===== src/rtl/bus_pkg.sv =====
// Shared bus source map and scheduler types for the 32-bit datapath bus.
package bus_pkg;

    localparam int N_SRC = 24;
    localparam int IDX_W = 5;

    localparam int SRC_R0     = 0;
    localparam int SRC_R1     = 1;
    localparam int SRC_R2     = 2;
    localparam int SRC_R3     = 3;
    localparam int SRC_R4     = 4;
    localparam int SRC_R5     = 5;
    localparam int SRC_R6     = 6;
    localparam int SRC_R7     = 7;
    localparam int SRC_R8     = 8;
    localparam int SRC_R9     = 9;
    localparam int SRC_R10    = 10;
    localparam int SRC_R11    = 11;
    localparam int SRC_R12    = 12;
    localparam int SRC_R13    = 13;
    localparam int SRC_R14    = 14;
    localparam int SRC_R15    = 15;
    localparam int SRC_HI     = 16;
    localparam int SRC_LO     = 17;
    localparam int SRC_ZHI    = 18;
    localparam int SRC_ZLO    = 19;
    localparam int SRC_PC     = 20;
    localparam int SRC_MDR    = 21;
    localparam int SRC_INPORT = 22;
    localparam int SRC_C      = 23;

    typedef enum logic [1:0] {
        IDLE    = 2'd0,
        OWNED   = 2'd1,
        RECOVER = 2'd2
    } sched_state_e;

endpackage


===== src/rtl/rr_picker.sv =====
// Combinational round-robin search: first set request at or after the start pointer, wrapping.
module rr_picker #(
    parameter int N_SRC = 24,
    parameter int IDX_W = 5
) (
    input  logic [N_SRC-1:0] req,
    input  logic [IDX_W-1:0] start,
    output logic [IDX_W-1:0] winner,
    output logic             valid
);

    logic [2*N_SRC-1:0] req_dbl;

    assign req_dbl = {req, req};

    // Scanning downward lets the lowest qualifying position overwrite all others;
    // the upper copy of req covers the wrap from the last source back to 0.
    always_comb begin
        winner = '0;
        valid  = 1'b0;
        for (int i = 2*N_SRC-1; i >= 0; i--) begin
            if (req_dbl[i] && (i >= int'(start))) begin
                winner = IDX_W'(i % N_SRC);
                valid  = 1'b1;
            end
        end
    end

endmodule


===== src/rtl/bus_scheduler.sv =====
// Round-robin bus arbiter with bounded hold time and a one-cycle turnaround between owners.
module bus_scheduler #(
    parameter int N_SRC    = bus_pkg::N_SRC,
    parameter int MAX_HOLD = 4
) (
    input  logic             clk,
    input  logic             clr,
    input  logic [N_SRC-1:0] req,
    output logic [N_SRC-1:0] grant,
    output logic [4:0]       grant_idx,
    output logic             bus_busy,
    output logic             preempt
);
    import bus_pkg::*;

    localparam int CNT_W = $clog2(MAX_HOLD + 1);

    sched_state_e     state_q, state_d;
    logic [IDX_W-1:0] owner_q, owner_d;
    logic [IDX_W-1:0] ptr_q, ptr_d;
    logic [CNT_W-1:0] hold_q, hold_d;
    logic             preempt_q, preempt_d;

    logic [IDX_W-1:0] pick_idx;
    logic             pick_valid;
    logic             owner_req;

    rr_picker #(
        .N_SRC (N_SRC),
        .IDX_W (IDX_W)
    ) u_picker (
        .req    (req),
        .start  (ptr_q),
        .winner (pick_idx),
        .valid  (pick_valid)
    );

    assign owner_req = req[owner_q];

    always_comb begin
        state_d   = state_q;
        owner_d   = owner_q;
        ptr_d     = ptr_q;
        hold_d    = hold_q;
        preempt_d = 1'b0;
        case (state_q)
            IDLE: begin
                if (pick_valid) begin
                    owner_d = pick_idx;
                    hold_d  = CNT_W'(1);
                    state_d = OWNED;
                end
            end
            OWNED: begin
                // A release always wins over expiry, so preempt only fires for a live request.
                if (!owner_req) begin
                    hold_d  = '0;
                    state_d = RECOVER;
                end else if (hold_q < CNT_W'(MAX_HOLD)) begin
                    hold_d = hold_q + 1'b1;
                end else begin
                    hold_d    = '0;
                    preempt_d = 1'b1;
                    state_d   = RECOVER;
                end
            end
            RECOVER: begin
                ptr_d   = (owner_q == IDX_W'(N_SRC - 1)) ? '0 : owner_q + 1'b1;
                state_d = IDLE;
            end
            default: begin
                state_d = IDLE;
            end
        endcase
    end

    always_ff @(posedge clk) begin
        if (!clr) begin
            state_q   <= IDLE;
            owner_q   <= '0;
            ptr_q     <= '0;
            hold_q    <= '0;
            preempt_q <= 1'b0;
        end else begin
            state_q   <= state_d;
            owner_q   <= owner_d;
            ptr_q     <= ptr_d;
            hold_q    <= hold_d;
            preempt_q <= preempt_d;
        end
    end

    assign bus_busy  = (state_q == OWNED);
    assign grant     = bus_busy ? (N_SRC'(1) << owner_q) : '0;
    assign grant_idx = bus_busy ? owner_q : '0;
    assign preempt   = preempt_q;

endmodule


===== config.mk =====
export PLATFORM = sky130hd
export DESIGN_NAME = bus_scheduler
export DESIGN_NICKNAME = d
export VERILOG_FILES = /design/src/rtl/bus_pkg.sv /design/src/rtl/rr_picker.sv /design/src/rtl/bus_scheduler.sv
export SDC_FILE = /design/constraint.sdc
export NUM_CORES = 1
export LEC_CHECK = 0
export ABC_AREA = 0
export ABC_CLOCK_PERIOD_IN_PS = 2440
export CAP_MARGIN = 20
export CORE_MARGIN = 2
export CORE_UTILIZATION = 51
export DETAILED_ROUTE_END_ITERATION = 7
export PLACE_DENSITY = 0.82
export SLEW_MARGIN = 20
export SYNTH_ARGS = -nofsm -noshare
export SYNTH_HDL_FRONTEND = slang
export SYNTH_SLANG_ARGS = --single-unit

===== constraint.sdc =====
create_clock -name clk -period 2.44 [get_ports clk]
set_clock_uncertainty 0.05 [all_clocks]
set_input_delay 0.488 -clock clk [delete_from_list [all_inputs] [get_ports clk]]
set_output_delay 0.488 -clock clk [all_outputs]
set_load 0.01 [all_outputs]

==> Word level (Yosys, flattened, before mapping) <==
Cells that the tools add are included.
{ "classes": {"add_sub_neg": 2, "order_cmp": 33, "n_eq_ne": 5, "shifts": 1, "n_mux": 110, "n_reduce_logical": 37} }
{ "op_table": {"columns": ["op", "count"], "rows": [
  ["$mux W5", 50],
  ["$ge A5 B5 Y1 const A", 15],
  ["$mux W1", 50],
  ["$ge A4 B5 Y1 const A", 8],
  ["$logic_and A1 B1 Y1", 31],
  ["$mux W24", 1],
  ["$shl A1 B5 Y24 const A", 1],
  ["$ge A3 B5 Y1 const A", 4],
  ["$ge A1 B5 Y1 const A", 2],
  ["$ge A2 B5 Y1 const A", 2],
  ["$mux W3", 3],
  ["$lt A5 B6 Y1 const B", 1],
  ["$mux W2", 3],
  ["$pmux W3 S2", 1],
  ["$reduce_and A2 Y1", 3],
  ["$add A5 B1 Y5 const B", 1],
  ["$bmux W1 S5", 1],
  ["$eq A5 B5 Y1 const B", 1],
  ["$pmux W2 S2", 1],
  ["$add A3 B1 Y3 const B", 1],
  ["$lt A3 B3 Y1 const B", 1],
  ["$ne A3 B3 Y1 const B", 1],
  ["$reduce_and A3 Y1", 1],
  ["$eq A2 B1 Y1 const B", 1],
  ["4 further kinds", 4]
]} }
{ "totals": {"regBits": 16, "input_bits": 26, "out_inout_bits": 31, "elab_cells": 193} }

==> Depth between registers and ports, before layout <==
{ "logic_depth": {"word_depth": 50, "ltp_mapped": 9, "depth_no_buf": 7} }

==> Cells and area by module <==
A second synthesis with hierarchy kept.
{ "unflattened": {"cells_unflattened": 341, "hier_area_um2": 2366.0} }
{ "by_module_without_submodules": {"columns": ["module", "n_inst", "cells_each", "area_per_inst_um2", "seq_area_each_um2"], "rows": [
  ["bus_scheduler", 1, 152, 1208.7, 320.3],
  ["rr_picker", 1, 189, 1157.4, 0.0]
]} }

==> Worst setup path before layout <==
Ideal clock, no wire load.
{ "synth_timing": {"kind": "input to register", "startpoint": "input req[2]", "endpoint": "register owner_q[3]", "setup_time_ps": 117, "t_arrival_ps": 1975, "required_ps": 2273, "path_slack_ps": 298, "cell_stages": 7, "n_path_buf": 0, "path_cell_list": "and2b_1 a221o_1 a2111oi_4 a41oi_2 nand2_2 nor3_2 a22o_1"} }
{ "synth_via": {"elab_chain_len": 29, "elab_cells_between_ends": 57, "cone_classes": "54 x mux; 3 x reduce/logical"} }
{ "synth_lines": {"columns": ["item", "line_no", "rtl"], "rows": [
  ["start: declaration", "bus_scheduler.sv:8", "input logic [N_SRC-1:0] req,"],
  ["$logic_and A1 B1 Y1", "rr_picker.sv:22", "if (req_dbl[i] && (i >= int'(start))) begin"],
  ["$mux W1 (27 in series)", "rr_picker.sv:22", null],
  ["$reduce_and A2 Y1 (no source line)", null, null],
  ["end signal: assignment", "bus_scheduler.sv:86", "owner_q <= owner_d;"],
  ["end: declaration", "bus_scheduler.sv:19", "logic [IDX_W-1:0] owner_q, owner_d;"]
]} }
Several ways; a longest one is shown, not always the timed one.
A chain may end at the register's enable or synchronous reset.

==> Worst setup path after layout <==
{ "layout_timing": {"startpoint": "register state_q[0]", "endpoint": "output grant[9]"} }
{ "layout_via": {"elab_chain_len": 2} }
{ "layout_lines": {"columns": ["item", "line_no", "rtl"], "rows": [
  ["start: declaration", "bus_scheduler.sv:18", "sched_state_e state_q, state_d;"],
  ["start signal: assignment", "bus_scheduler.sv:85", "state_q <= state_d;"],
  ["$eq A2 B1 Y1", "bus_scheduler.sv:93", "assign bus_busy = (state_q == OWNED);"],
  ["$mux W24", "bus_scheduler.sv:94", "assign grant = bus_busy ? (N_SRC'(1) << owner_q) : '0;"],
  ["end: declaration", "bus_scheduler.sv:9", "output logic [N_SRC-1:0] grant,"]
]} }
No other way between the ends.

==> impl_metrics.ini <==
[outcome]
status = finished clean

[synthesis]
yosys_most_used_dff = dfxtp_1
avgSynthCellArea_um2 = 6.98
synthArstFlopShare_pct = 0
synth_area_mm2 = 0.00233
synth_cells = 334
synth_fa_ha_area_share_pct = 4.19
ys_types = 66
synth_compound_area_share_pct = 33.7
synth-xor-area-share_pct = 0.376
synth_top_family_by_area = simple AND/OR/NAND/NOR gates
yosys_warnings = 0
synth-seq-cells = 16
synthMuxAreaShare_pct = 6.28
synth_edf_count = 0
synth-seq-area-share_pct = 13.7
syn_nets = 367
synthSimpleGateAreaFrac_pct = 35.1

[placed_design]
placed_cells = 485
dp_hpwl_um = 7220
gp_congestion = 1.03
dpl_cell_area_mm2 = 0.00334
portBuffers = 56
pre_cts_slack_ps = -279

[cts]
clockRootBuffer = clkbuf_8
cts-htree-levels = 1
clk_latency_ps = 250
clkTransAtPathRegs_ps = 70
cts_inserted_buffers = 3
tritoncts = yes
clockBufferDepth = 2
clock_sinks = 16

[route]
ant_nets = 0
vias = 3144
wirelength_um = 9140
drt_iter0_drc = 366
wl_per_cell_um = 18.6
dr.pass1.iters = 5
viasPerCell = 6.39
drc = 0

[grt]
grt_overflow = 0
antenna_found_initial = 0
grt_pass1_wl_um = 14400
grtUsageTotal_pct = 35.9
first_global_vias = 2894
grt_max_degree = 18

[timing]
tns_ps = 0
rsz0062_at_grt = true
hold_viol = 0
max_freq_mhz = 418
worst_slew_pin_slew_ps = 486
holdWs_ps = 456
period_needed_ps = 2400
slew_headroom_pct = 67.4
setup_slack_ps = 44.8
fin_crit_sh_pct = 98.2
slew_violations = 0
finalSetupViolations = 0

[worst_setup_path]
crit_family = buffers and inverters
cp-endpoint = grant[9]
regToRegSetupSlack_ps = 60
arrival_ps = 1860
worst_path_max_delay_cell = clkdlybuf4s50_1
max_stage_delay_ps = 560
cp_num_cells = 6
worstPathMaxFanout = 7
start_kind = flip-flop
worstPathRequired_ps = 1900
reg2reg_to = owner_q[0]
cp-startpoint = state_q[0]
r2r_start = ptr_q[2]
endpoint_kind = primary output
path_class = flip-flop to primary output
ff2ff_path_depth = 9
path_cells = inv_1, nor3_1, buf_4, nand2_1, nor2_1, clkdlybuf4s50_1
path_buf_inv = 3

[cells_and_area]
antennaDiodeCount = 0
fin_cells = 492
syn2layout_area_growth_pct = 51.9
drive_gt1_share_pct = 23.6
postLayoutCellArea_mm2 = 0.00354
final_common_cell = buf_4
final_nets = 474
final_cell_mix = buf_4, clkdlybuf4s50_1, nand2_1, nor2_1, o21ai_0
final_util_pct = 80.7

[die]
start_util_pct = 53.1
rows = 24
die_h_um = 71.6
core-area_mm2 = 0.00438
io_pins = 57
die_area_mm2 = 0.00512
die_w_um = 71.6

[min_path]
hold_depth = 2
hold_class = flip-flop to flip-flop

[power]
power.density_mw_per_mm2 = 303
finalPower_mw = 1.07
ir_worst_vdd_uv = 240
p_leak_nw = 1.61

[job]
maxCapViolCount = 0
[report_power, final]
part | switching, mW | total [mW] | leakage, nW | internal, mW
Sequential | 0.0278 | 0.309 | 0.132 | 0.281
Combinational | 0.269 | 0.524 | 1.45 | 0.254
Clock | 0.0968 | 0.240 | 0.0288 | 0.143
[how the worst min path moves through the flow]
stage                     slack, ps      start   endpoint
after floorplan                 400  hold_q[1]  hold_q[1]
after global placement          420  hold_q[2]  hold_q[2]
after detailed placement        440  hold_q[1]  hold_q[1]
after CTS                       450  hold_q[1]  hold_q[1]
after global routing            480  hold_q[2]    preempt
final                           460  hold_q[2]  hold_q[2]
[cell usage after synthesis, drive strengths merged, types with 3 or more instances]
master	number	area, um2
buf	10	61.3
and2	10	62.6
nor2	36	135
o21a	3	22.5
nor2b	12	77.6
a311o	3	30.0
and3	6	37.5
a31oi	5	31.3
a22oi	3	22.5
or2	6	37.5
nand2	37	141
o31ai	4	30.0
and3b	4	35.0
ha	7	87.6
nor3	12	65.1
dfxtp	16	320
inv	16	60.1
o21ai	24	120
clkbuf	9	33.8
nand3	14	75.1
a21o	3	22.5
o211ai	6	45.0
a21oi	20	100
a22o	5	43.8
a211oi	3	22.5
nor4	3	18.8
nand2b	6	37.5
mux4	6	135
[flip-flops by register name, indices dropped and copies added (netlist names)]
signal and count:
owner_q 5, ptr_q 5, hold_q 3, state_q 2
preempt 1
[cells by family after synthesis]
logic type | count (synthesis)
flip-flops | 16
buffers and inverters | 35
XOR/XNOR | 1
adder cells (fa/ha/maj) | 8
multiplexers | 7
AND/OR/NAND/NOR | 158
AO/OA/AOI/OAI | 109
[worst min-delay path: stages (launching register included)]
cell and delay, ps:
dfxtp_1 330, nand2_1 60, a21boi_1 60
[layer usage]
layer | up-vias | track usage (%) | routed length, um
li1 | 1464 | - | -
met5 | - | 0 | 0
met1 | 1420 | 45.9 | 3510
met4 | 0 | 16.8 | 462
met2 | 211 | 58.2 | 4180
met3 | 49 | 6.89 | 985
[what timing repair did]
item | in CTS | in global routing
hold buffers | 0 | 0
resized for setup | 7 | 31
endpoints found under the hold margin | 0 | 0
pin swaps | 2 | 9
buffers inserted | 1 | 2
setup endpoints to repair | 12 | 26
[area by class of cell]
class	instances	area, um2
repair buffers	121	1100
clock buffers	4	55.1
well taps	52	65.1
fillers	315	846
multi-input cells	283	1930
inverters	16	60.1
flip-flops and latches	16	327
(Power assumes the default switching activity.)
